$ cat src/rtl/rv_multicycle_ctrl.sv
// Control sequencer for a multicycle RV32I-subset datapath (ADD/SUB/AND/OR/ADDI/LW/SW/BEQ).
// Latency: 4 cycles for R/ADDI/SW, 5 for LW, 3 for BEQ, 2 for an illegal encoding; outputs are combinational.
// Backpressure: mem_ready low in FETCH or MEM holds the state and mem_req for one more cycle.
module rv_multicycle_ctrl (
  input  logic        clk,
  input  logic        rst,
  input  logic [31:0] instr,
  input  logic        zero,
  input  logic        mem_ready,
  output logic        mem_req,
  output logic        mem_we,
  output logic        mem_addr_sel,
  output logic        ir_write,
  output logic        mdr_write,
  output logic        aluout_write,
  output logic [1:0]  alu_op,
  output logic        alu_src2,
  output logic [1:0]  imm_sel,
  output logic        rf_write,
  output logic        rf_data_sel,
  output logic        pc_write,
  output logic        pc_src,
  output logic        illegal,
  output logic [31:0] instret
);

  typedef enum logic [2:0] {
    S_FETCH  = 3'd0,
    S_DECODE = 3'd1,
    S_EXEC   = 3'd2,
    S_MEM    = 3'd3,
    S_WB     = 3'd4
  } state_t;

  localparam logic [1:0] ALU_ADD = 2'd0;
  localparam logic [1:0] ALU_SUB = 2'd1;
  localparam logic [1:0] ALU_AND = 2'd2;
  localparam logic [1:0] ALU_OR  = 2'd3;

  localparam logic [1:0] IMM_I = 2'd0;
  localparam logic [1:0] IMM_S = 2'd1;
  localparam logic [1:0] IMM_B = 2'd2;

  localparam logic [6:0] OPC_R    = 7'b0110011;
  localparam logic [6:0] OPC_IMM  = 7'b0010011;
  localparam logic [6:0] OPC_LOAD = 7'b0000011;
  localparam logic [6:0] OPC_STOR = 7'b0100011;
  localparam logic [6:0] OPC_BR   = 7'b1100011;

  state_t      state;
  logic [31:0] instret_q;
  logic        retire;

  logic [6:0] opcode;
  logic [2:0] funct3;
  logic [6:0] funct7;

  // Register and immediate fields belong to the datapath; only the class matters here.
  logic unused_fields;
  assign unused_fields = ^{instr[24:15], instr[11:7]};

  assign opcode = instr[6:0];
  assign funct3 = instr[14:12];
  assign funct7 = instr[31:25];

  logic is_add, is_sub, is_and, is_or, is_rtype, is_addi, is_lw, is_sw, is_beq, is_legal;

  // Exact-encoding classification; anything else (including M-extension funct7) is illegal.
  always_comb begin
    is_add   = (opcode == OPC_R)    && (funct3 == 3'b000) && (funct7 == 7'b0000000);
    is_sub   = (opcode == OPC_R)    && (funct3 == 3'b000) && (funct7 == 7'b0100000);
    is_and   = (opcode == OPC_R)    && (funct3 == 3'b111) && (funct7 == 7'b0000000);
    is_or    = (opcode == OPC_R)    && (funct3 == 3'b110) && (funct7 == 7'b0000000);
    is_rtype = is_add || is_sub || is_and || is_or;
    is_addi  = (opcode == OPC_IMM)  && (funct3 == 3'b000);
    is_lw    = (opcode == OPC_LOAD) && (funct3 == 3'b010);
    is_sw    = (opcode == OPC_STOR) && (funct3 == 3'b010);
    is_beq   = (opcode == OPC_BR)   && (funct3 == 3'b000);
    is_legal = is_rtype || is_addi || is_lw || is_sw || is_beq;
  end

  // Per-state datapath controls; everything is held at 0 while rst is high.
  always_comb begin
    mem_req      = 1'b0;
    mem_we       = 1'b0;
    mem_addr_sel = 1'b0;
    ir_write     = 1'b0;
    mdr_write    = 1'b0;
    aluout_write = 1'b0;
    alu_op       = ALU_ADD;
    alu_src2     = 1'b0;
    imm_sel      = IMM_I;
    rf_write     = 1'b0;
    rf_data_sel  = 1'b0;
    pc_write     = 1'b0;
    pc_src       = 1'b0;
    illegal      = 1'b0;
    retire       = 1'b0;
    if (!rst) begin
      case (state)
        S_FETCH: begin
          mem_req  = 1'b1;
          ir_write = mem_ready;
        end
        S_DECODE: begin
          if (!is_legal) begin
            pc_write = 1'b1;
            illegal  = 1'b1;
          end
        end
        S_EXEC: begin
          if (is_rtype) begin
            aluout_write = 1'b1;
            if (is_sub)      alu_op = ALU_SUB;
            else if (is_and) alu_op = ALU_AND;
            else if (is_or)  alu_op = ALU_OR;
            else             alu_op = ALU_ADD;
          end else if (is_addi || is_lw || is_sw) begin
            aluout_write = 1'b1;
            alu_src2     = 1'b1;
            imm_sel      = is_sw ? IMM_S : IMM_I;
          end else if (is_beq) begin
            imm_sel  = IMM_B;
            pc_write = 1'b1;
            pc_src   = zero;
            retire   = 1'b1;
          end
        end
        S_MEM: begin
          mem_req      = 1'b1;
          mem_addr_sel = 1'b1;
          mem_we       = is_sw;
          if (mem_ready) begin
            if (is_sw) begin
              pc_write = 1'b1;
              retire   = 1'b1;
            end else begin
              mdr_write = 1'b1;
            end
          end
        end
        S_WB: begin
          rf_write    = 1'b1;
          rf_data_sel = is_lw;
          pc_write    = 1'b1;
          retire      = 1'b1;
        end
        default: ;
      endcase
    end
  end

  // State sequencing and retired-instruction counter (wraps naturally at 2^32).
  always_ff @(posedge clk) begin
    if (rst) begin
      state     <= S_FETCH;
      instret_q <= 32'd0;
    end else begin
      case (state)
        S_FETCH:  if (mem_ready) state <= S_DECODE;
        S_DECODE: state <= is_legal ? S_EXEC : S_FETCH;
        S_EXEC: begin
          if (is_rtype || is_addi)  state <= S_WB;
          else if (is_lw || is_sw)  state <= S_MEM;
          else                      state <= S_FETCH;
        end
        S_MEM:    if (mem_ready) state <= is_sw ? S_FETCH : S_WB;
        S_WB:     state <= S_FETCH;
        default:  state <= S_FETCH;
      endcase
      if (retire) instret_q <= instret_q + 32'd1;
    end
  end

  assign instret = instret_q;

endmodule

$ cat config.mk
export PLATFORM = sky130hd
export DESIGN_NAME = rv_multicycle_ctrl
export DESIGN_NICKNAME = d
export VERILOG_FILES = /design/src/rtl/rv_multicycle_ctrl.sv
export SDC_FILE = /design/constraint.sdc
export NUM_CORES = 1
export LEC_CHECK = 0
export CORE_MARGIN = 2
export CORE_UTILIZATION = 48
export CTS_BUF_LIST = sky130_fd_sc_hd__clkbuf_4
export DETAILED_ROUTE_END_ITERATION = 6
export GPL_TIMING_DRIVEN = 0
export PLACE_DENSITY = 0.86
export SLEW_MARGIN = 30
export SYNTH_ARGS = -nofsm -noshare
export SYNTH_HDL_FRONTEND = slang
export SYNTH_SLANG_ARGS = --single-unit
$ cat constraint.sdc
create_clock -name clk -period 6.22 [get_ports clk]
set_clock_uncertainty 0.15 [all_clocks]
set_input_delay 1.244 -clock clk [delete_from_list [all_inputs] [get_ports clk]]
set_output_delay 1.244 -clock clk [all_outputs]
set_load 0.03 [all_outputs]
* After elaboration in Yosys (flattened, before gate mapping) *
Cells that the tools add are included.

word-level totals
  input bits = 36
  output and inout bits = 48
  ROM bits = 0
  flip-flop bits (word level) = 35
  bits in writable memories = 0
  latch bits = 0
  word-level logic and storage cells = 103
  memories = 0

operators by class
  bitwise logic cells = 0
  $lt $le $gt $ge = 0
  multiply operators = 0
  $add $sub $neg = 1
  shift-type cells = 0
  divide/modulo/power cells = 0
  muxes and demuxes = 59
  reductions and logical operators = 26
  eq/ne operators = 15

operators with widths
  operator                 number
  $mux W1                  39
  $add A32 B1 Y32 const B  1
  $mux W2                  13
  $eq A7 B6 Y1 const B     3
  $mux W3                  4
  $pmux W3 S4              1
  $logic_and A1 B1 Y1      11
  $logic_or A1 B1 Y1       10
  $eq A3 B2 Y1 const B     3
  $eq A3 B3 Y1 const B     3
  $eq A7 B2 Y1 const B     1
  $eq A7 B5 Y1 const B     1
  $eq A7 B7 Y1 const B     1
  $logic_not A7 Y1         1
  $logic_not A3 Y1         2
  $ne A2 B2 Y1 const B     2
  $pmux W1 S4              1
  $eq A3 B1 Y1 const B     1
  $pmux W1 S3              1
  $reduce_and A2 Y1        1
  $reduce_or A2 Y1         1

* Longest topological paths before layout *
Gate-level depths: netlist of run 1.

  depth in word-level cells = 13
  depth in mapped cells = 7
  depth with buffers taken out = 5

* Least setup slack after synthesis of run 1 *
No wires, ideal clock.

  kind = input port to output port
  start = input port instr[2]
  end = output port rf_data_sel
  data arrival time = 2842 ps
  setup slack = 1984 ps
  cell stages on the path = 4
  path buffers = 0
  data required time = 4826 ps
  cells stage by stage = and4bb_2 -> nor2b_1 -> nand4b_1 -> nor4_1

between the ends
  word-level cells in the longest chain between the ends = 4

RTL lines
  what                 line  source
  start: declaration   7     input logic [31:0] instr,
  $eq A7 B2 Y1         76    is_lw = (opcode == OPC_LOAD) && (funct3 == 3'b010);
  $logic_and A1 B1 Y1  76
  $mux W1              100   case (state)
  $mux W1              99    if (!rst) begin
  end: declaration     20    output logic rf_data_sel,

No other way between the ends.

* Final worst setup path of run 1 *
  start = input port instr[28]
  end = output port pc_write

between the ends
  word-level cells in the longest chain between the ends = 12
  elaborated cells on any way between the ends = 17
  those cells by class = eq/ne (1); mux (4); reduce/logical (12)

RTL lines
  what                                              line    source
  $eq A7 B6 Y1 or $logic_not A7 Y1 (tied branches)  n/a
  $logic_and A1 B1 Y1 (on tied branches)            71, 70
  $logic_or A1 B1 Y1 (2 in series)                  74      is_rtype = is_add || is_sub || is_and || is_or;
  $logic_or A1 B1 Y1 *                              74
  $logic_or A1 B1 Y1 (4 in series)                  79      is_legal = is_rtype || is_addi || is_lw || is_sw || is_beq;
  $mux W1                                           106     if (!is_legal) begin
  $pmux W1 S4 *                                     100
  $mux W1 *                                         99
  end: declaration                                  21      output logic pc_write,

Every way passes the cells marked *; elsewhere a longest branch is shown, timed or not.

==> summary.md, run 1 <==
| Metric | Value |
|---|---|
| Wire length reported by the detailed router | 5770 um |
| Power density over cell area | 135 nW/um^2 |
| Leakage component of the power | 0.853 nW |
| Number of instances in the placed design | 368 |
| GR Util All Layers | 25.8% |
| Quantity of gates resized following cts | 0 |
| Final-layout fill cell count | 343 |
| Average detailed-routed wire length per instance | 15.4 um |
| Worst hold path endpoint | instret[25]$_SDFFE_PP0P_ |
| Global-route wire length before repair | 9230 um |
| Cell area after synthesis | 2030 sq um |
| Post-Synthesis Net Count | 289 |
| Largest net degree at the start of global routing | 11 |
| Level count of the clock H-tree | 2 |
| Total via count in the routed design | 2,256 |
| Clk Latency, worst-skew pair | 0.34 ns |
| Worst-case hold slack | 0.360 ns |
| Critical path data required time | 4.83 ns |
| Cell count of the worst reg-to-reg path | 7 |
| Peak supply drop | 110 uV |
| Global route total overflow | 0 |
| Area used by multi-input combinational logic | 1230 sq um |
| Grt met2 use | 43.3% |
| Core footprint | 4030 sq um |
| Clock Pin Slew Worst Setup and Hold Paths | 0.10 ns |
| Met3 usage | 3.41% |
| Run status | complete, no violations |
| Highest achievable clock rate | 192 MHz |
| Number of buffers added by the clock tree synthesis step | 5 |
| Endpoint arrival time on the critical path | 3.83 ns |
| Floorplan row count | 23 |
| Worst min path class | reg2reg |
| HPWL Detailed | 4390 um |
| Count of placed standard cells in the final layout, fillers left out | 374 |
| Final #Nets | 362 |
| Clock sink total | 35 |
| Endpoint type of the worst setup path | primary output |
| Most used DFF post-synth | dfxtp_1 |
| Most area-consuming cells after synthesis | dfxtp_1 (35%), a21oi_1 (6.4%), or4_1 (4.4%) |
| TritonCTS clock tree | yes |
| Min-Delay Path Depth | 2 |
| Initial cell density of the core | 50.3% |
| Sort of element at the start of the critical path | input pin |
| Fin crit period | 5.22 ns |
| Total of endpoints with negative setup slack in the final report | 0 |
| Fraction of the yosys area taken by sequential cells | 34.6% |
| Total negative slack for setup checks | 0 ns |
| Count of input and output buffers | 66 |
| # Post-CTS Setup Buffers | 0 |
| Path type of the worst setup path | in2out |
| Antenna Violating Nets Remaining | 0 |
| Headroom to the max-slew limit | 65.1% |
| Post-cts hold buffer count | 0 |
| Buffer depth of the longest clock path | 2 |
| Global-route layer with the greatest usage | met2 |
| R2r endpoint | instret[14]$_SDFFE_PP0P_ |
| Hold Fails Final Rpt | 0 |
| Fraction of post-synthesis cell area in the top cell type by area | 34.6% |
| Avg Vias per Cell | 6.03 |
| Commonest non-fill, non-tap cells in the layout | clkdlybuf4s50_1 (66), dfxtp_1 (35), a21oi_1 (26), nor2_1 (22), nand2_1 (19) |
| Overall die area | 4760 sq um |
| Gpl congestion | 0.848 |
| # diodes | 0 |
| Initial antenna violation count | 0 |
| Worst r2r src | state[0]$_SDFFE_PP0P_ |
| Worst slew pin tran | 0.521 ns |
| Number of search-and-repair iterations in the first detailed-routing pass | 4 |
| Die width | 69.0 um |
| Hold wc startpoint | instret[25]$_SDFFE_PP0P_ |
| Layout cell share with drive strength beyond 1 | 6.79% |
| Worst setup timing slack at the placement stage | 1.03 ns |
| Unrepaired setup endpoints after global routing | false |
| Clk root buf | clkbuf_4 |
| Post-route setup slack | 0.999 ns |
| Vertical die dimension | 69.0 um |
| Max FO, Critical Path | 3 |
| FFs w/ async S/R, synth | 0% |
| Distinct cell type count after synthesis | 48 |
| Remaining DRCs | 0 |
| Ratio of final minimum period to clock period | 83.9% |
| Fraction of the core area covered by cells at the end of the flow | 69.4% |
| Synthesis-to-finish area growth | 37.9% |
| Number of warnings printed during yosys synthesis | 0 |
| Setup slack of the worst register-to-register path | 3.84 ns |
| Largest area contributor in the netlist | dfxtp_1 |
| Met1 usage | 33.7% |
| Iter 0 DRT Violations | 111 |
| Number of flops mapped to enable cells by yosys | 0 |
| Mapped Cells | 252 |
| Flops & latches, synth | 35 |
| Ports | 84 |
| Average size of a mapped cell | 8.04 sq um |
| FF+latch area | 701 sq um |
| Leading cell type in the layout, fill and taps excluded | clkdlybuf4s50_1 |
| Number of pins with negative max-slew slack in the final report | 0 |
| Number of maximum-capacitance violations | 0 |
| Number of global-route vias before repair | 2,008 |
worst max-delay path by stage:
| stage | from | to | depth (start not counted) |
|---|---|---|---|
| CTS | instr[28] | pc_write | 7 |
| finish | instr[28] | pc_write | 7 |
| detailed placement | instr[28] | pc_write | 7 |
| global placement | instr[28] | pc_write | 7 |
| global route | instr[28] | pc_write | 7 |
| floorplan | instr[2] | rf_data_sel | 4 |
state kept, by name, summed over array words and instances, names as in the netlist:
name,count
state,3
instret,32
synthesized netlist by cell type (2+ instances only):
library cell  instances
dfxtp_1              35
a21oi_1              26
nor2_1               22
nand2_1              19
nand3_1              16
o21ai_0              13
or4_1                12
or3_1                11
o31ai_1              10
xnor2_1              10
a211oi_1              7
clkbuf_1              7
inv_1                 7
and3_1                6
nand4_1               5
and2_1                4
nor3_1                4
nor2b_1               3
a2111oi_2             2
and4b_1               2
buf_2                 2
nor3b_1               2
or2_2                 2
critical path, cell delays in order:
cell             delay [ns]
clkdlybuf4s50_1        0.39
or4_1                  0.55
a2111o_1               0.47
a21oi_1                0.22
nor3_1                 0.12
a31o_1                 0.24
clkdlybuf4s50_1        0.60
routing by layer:
layer	vias up	part of all wire [%]
li1	1095	-
met1	1090	45
met2	59	49
met3	12	4.0
met4	0	1.8
met5	-	0
cells by family after synthesis:
logic type               after synthesis  share of synthesized area [%]
AND/OR/NAND/NOR                      119                           33.9
buffers and inverters                 19                           4.51
flip-flops                            35                           34.6
XOR/XNOR                              11                           4.75
adder cells (fa/ha/maj)                1                          0.617
AO/OA/AOI/OAI                         66                           21.2
multiplexers                           1                          0.494
layout make-up:
class / instances / share of cell area, %
Multi-Input combinational cell: 198 / 44.2
Sequential cell: 35 / 25.1
Timing Repair Buffer: 66 / 23.6
Buffer: 12 / 2.33
Tap cell: 50 / 2.24
Clock buffer: 6 / 1.61
Inverter: 7 / 0.940
power by group:
part	switching (mW)	internal, mW	total [mW]
clock	0.0728	0.0446	0.117
sequential	0.000234	0.224	0.225
combinational	0.0175	0.0179	0.0354
per-stage QoR:
stage,total power [mW],area [sq um]
finish,0.377,2800
global route,0.389,2800
CTS,0.379,2800
detailed placement,0.265,2750
global placement,0.264,2750
floorplan,0.246,2030
(Power assumes the default switching activity.)
==> inputs of run 2 (changes only) <==
--- a/config.mk
+++ b/config.mk
@@ -6,11 +6,11 @@
 export NUM_CORES = 1
 export LEC_CHECK = 0
 export CORE_MARGIN = 2
-export CORE_UTILIZATION = 48
+export CORE_UTILIZATION = 44
 export CTS_BUF_LIST = sky130_fd_sc_hd__clkbuf_4
 export DETAILED_ROUTE_END_ITERATION = 6
 export GPL_TIMING_DRIVEN = 0
-export PLACE_DENSITY = 0.86
+export PLACE_DENSITY = 0.8
 export SLEW_MARGIN = 30
 export SYNTH_ARGS = -nofsm -noshare
 export SYNTH_HDL_FRONTEND = slang
==> constraint.sdc (replaced) <==
create_clock -name clk -period 4.85 [get_ports clk]
set_clock_uncertainty 0.15 [all_clocks]
set_input_delay 0.97 -clock clk [delete_from_list [all_inputs] [get_ports clk]]
set_output_delay 0.97 -clock clk [all_outputs]
set_load 0.03 [all_outputs]
==> run 2 against run 1 <==
Sequential cell count stayed put. Wire length is 2.6% lower. Sequential share of layout area shrank 0.089 points. Cell count up 1.1%. Largest power group unchanged. Highest routed layer unchanged. Global-route usage decreased by 3.5 points. Clock power up 31%.
==> summary.md, run 2 (same netlist as run 1, synthesis figures left out) <==
| Metric | Value |
|---|---|
| Run status | complete, no violations |
| Combinational power share | 9.3% (about the same) |
| Worst-case hold slack | 0.354 ns (-0.00625 ns) |
| Vertical die dimension | 71.9 um (+4.2%) |
| Wire length reported by the detailed router | 5620 um (-2.6%) |
| Total power consumption of the routed design | 0.486 mW (+29%) |
| GR Util All Layers | 22.3% (-3.5 points) |
| Endpoint type of the worst setup path | primary output |
| Avg Vias per Cell | 5.86 (-2.9%) |
| Critical path data required time | 3.73 ns (-1.10 ns) |
| Total via count in the routed design | 2,215 (-1.8%) |
| Hold Fails Final Rpt | 0 (unchanged) |
| Global-route wire length before repair | 9340 um (+1.2%) |
| HPWL Detailed | 4290 um (-2.4%) |
| Power density over cell area | 173 nW/um^2 (+28%) |
| Area used by multi-input combinational logic | 1230 sq um (unchanged) |
| Headroom to the max-slew limit | 63.3% (-1.8 points) |
| Buffer depth of the longest clock path | 2 (unchanged) |
| Antenna Violating Nets Remaining | 0 (unchanged) |
| Post-route setup slack | 0.223 ns (-0.776 ns) |
| Worst setup timing slack at the placement stage | 0.256 ns (-0.777 ns) |
| Iter 0 DRT Violations | 161 (+45%) |
| Clk root buf | clkbuf_4 |
| Fin crit period | 4.63 ns |
| Largest net degree at the start of global routing | 11 (unchanged) |
| Clock sink total | 35 (unchanged) |
| Initial cell density of the core | 46.2% (-4.1 points) |
| TritonCTS clock tree | yes |
| Layout cell share with drive strength beyond 1 | 6.75% (-0.042 points) |
| Switching component of the power | 0.116 mW (+28%) |
| Synthesis-to-finish area growth | 38.4% |
| Highest achievable clock rate | 216 MHz |
| Fraction of the core area covered by cells at the end of the flow | 64.0% (-5.4 points) |
| Worst min path class | reg2reg |
| Pint | 0.370 mW (+29%) |
| Path type of the worst setup path | in2out |
| Total of endpoints with negative setup slack in the final report | 0 (unchanged) |
| Sort of element at the start of the critical path | input pin |
| Number of pins with negative max-slew slack in the final report | 0 (unchanged) |
| Level count of the clock H-tree | 2 (unchanged) |
| Quantity of gates resized following cts | 0 (unchanged) |
| Count of input and output buffers | 66 (unchanged) |
| Ratio of final minimum period to clock period | 95.4% |
| Switching share of power | 23.9% (-0.12 points) |
| Leakage component of the power | 0.856 nW (+0.37%) |
| Clock power share | 31.5% (+0.4 points) |
| FF+latch area | 701 sq um (unchanged) |
| Average detailed-routed wire length per instance | 14.9 um (-3.6%) |
| Leading cell type in the layout, fill and taps excluded | clkdlybuf4s50_1 |
| Endpoint arrival time on the critical path | 3.51 ns (-0.32 ns) |
| Total negative slack for setup checks | 0 ns (unchanged) |
| Setup slack of the worst register-to-register path | 2.42 ns (-1.42 ns) |
| Unrepaired setup endpoints after global routing | false |
| Initial antenna violation count | 0 (unchanged) |
| Part of the total power dissipated in sequential elements | 59.3% (-0.2 points) |
| Final-layout fill cell count | 380 (+11%) |
| Max FO, Critical Path | 3 (unchanged) |
| Number of flip-flops under the largest register name | 32 (unchanged) |
| Clock Pin Slew Worst Setup and Hold Paths | 0.09 ns (about the same) |
| Commonest non-fill, non-tap cells in the layout | clkdlybuf4s50_1 (66), dfxtp_1 (35), a21oi_1 (26), nor2_1 (22), nand2_1 (19) |
| Number of maximum-capacitance violations | 0 (unchanged) |
| Clk Latency, worst-skew pair | 0.33 ns (about the same) |
| Remaining DRCs | 0 (unchanged) |
| Floorplan row count | 24 (+4.3%) |
| Number of buffers added by the clock tree synthesis step | 5 (unchanged) |
| Gpl congestion | 0.801 (-5.5%) |
| Die width | 71.9 um (+4.2%) |
| Overall die area | 5170 sq um (+8.5%) |
| Post-cts hold buffer count | 0 (unchanged) |
| Worst slew pin tran | 0.548 ns (+0.0269 ns) |
| Final #Nets | 362 (unchanged) |
| # Post-CTS Setup Buffers | 0 (unchanged) |
| Global route total overflow | 0 (unchanged) |
| # diodes | 0 (unchanged) |
| Number of global-route vias before repair | 1,994 (-0.70%) |
| Peak supply drop | 134 uV (+22%) |
| Core footprint | 4380 sq um (+8.8%) |
| Ports | 84 (unchanged) |
| Number of search-and-repair iterations in the first detailed-routing pass | 5 (+1) |
run 2: through the flow:
step	cells	cell area, sq um
floorplan	252	2030
global placement	370	2750
detailed placement	370	2750
CTS	378	2810
global route	378	2810
finish	378	2810
run 2: path summary, 6_finish.rpt:
| path | start | endpoint | cells past startpoint |
|---|---|---|---|
| worst min register to register | instret[24]$_SDFFE_PP0P_ | instret[24]$_SDFFE_PP0P_ | 2 |
| worst max register to register | state[1]$_SDFFE_PP0P_ | instret[12]$_SDFFE_PP0P_ | 7 |
| worst min-delay path | instret[24]$_SDFFE_PP0P_ | instret[24]$_SDFFE_PP0P_ | 2 |
| worst max-delay path | instr[28] | pc_write | 7 |
run 2: power by group through the flow:
stage | logic [mW] | registers (mW) | clock network [mW]
finish | 0.0450 | 0.288 | 0.153
global route | 0.0483 | 0.288 | 0.170
CTS | 0.0448 | 0.288 | 0.158
detailed placement | 0.0447 | 0.295 | 0
global placement | 0.0441 | 0.295 | 0
floorplan | 0.0205 | 0.294 | 0
run 2: layout make-up:
cell class / count / area share, %
inverters: 7 / 0.937
repair buffers: 66 / 23.6
clock buffers: 6 / 1.61
clock inverters: 2 / 0.268
plain buffers: 12 / 2.32
multi-input cells: 198 / 44.0
flip-flops and latches: 35 / 25.0
well taps: 52 / 2.32
run 2: worst max-delay path, cell delays in order:
cell and delay [ns]:
clkdlybuf4s50_1 0.39, or4_1 0.55, a2111o_1 0.46, a21oi_1 0.19, nor3_1 0.10, a31o_1 0.23, clkdlybuf4s50_1 0.61
run 2: per-layer routing:
layer | vias to the layer above | share of wire (%) | track usage [%] | wire (um)
li1 | 1095 | - | - | -
met1 | 1042 | 46 | 31.4 | 2570
met2 | 71 | 48 | 35.2 | 2670
met3 | 7 | 5.7 | 3.66 | 320
met4 | 0 | 0.98 | 6.50 | 55
met5 | - | 0 | 0 | 0
==> inputs of run 3 (changes only) <==
==> constraint.sdc (replaced) <==
create_clock -name clk -period 5.3 [get_ports clk]
set_clock_uncertainty 0.15 [all_clocks]
set_input_delay 1.06 -clock clk [delete_from_list [all_inputs] [get_ports clk]]
set_output_delay 1.06 -clock clk [all_outputs]
set_load 0.03 [all_outputs]
==> results of run 3 <==
The final DEF is identical to that of run 2. Status: complete, no violations.
Among the figures that moved: setup slack after placement 0.256 ns -> 0.526 ns; setup slack after layout 0.223 ns -> 0.493 ns; register-to-register setup slack 2.42 ns -> 2.87 ns; total power 0.486 mW -> 0.445 mW; worst IR drop on VDD 134 uV -> 123 uV
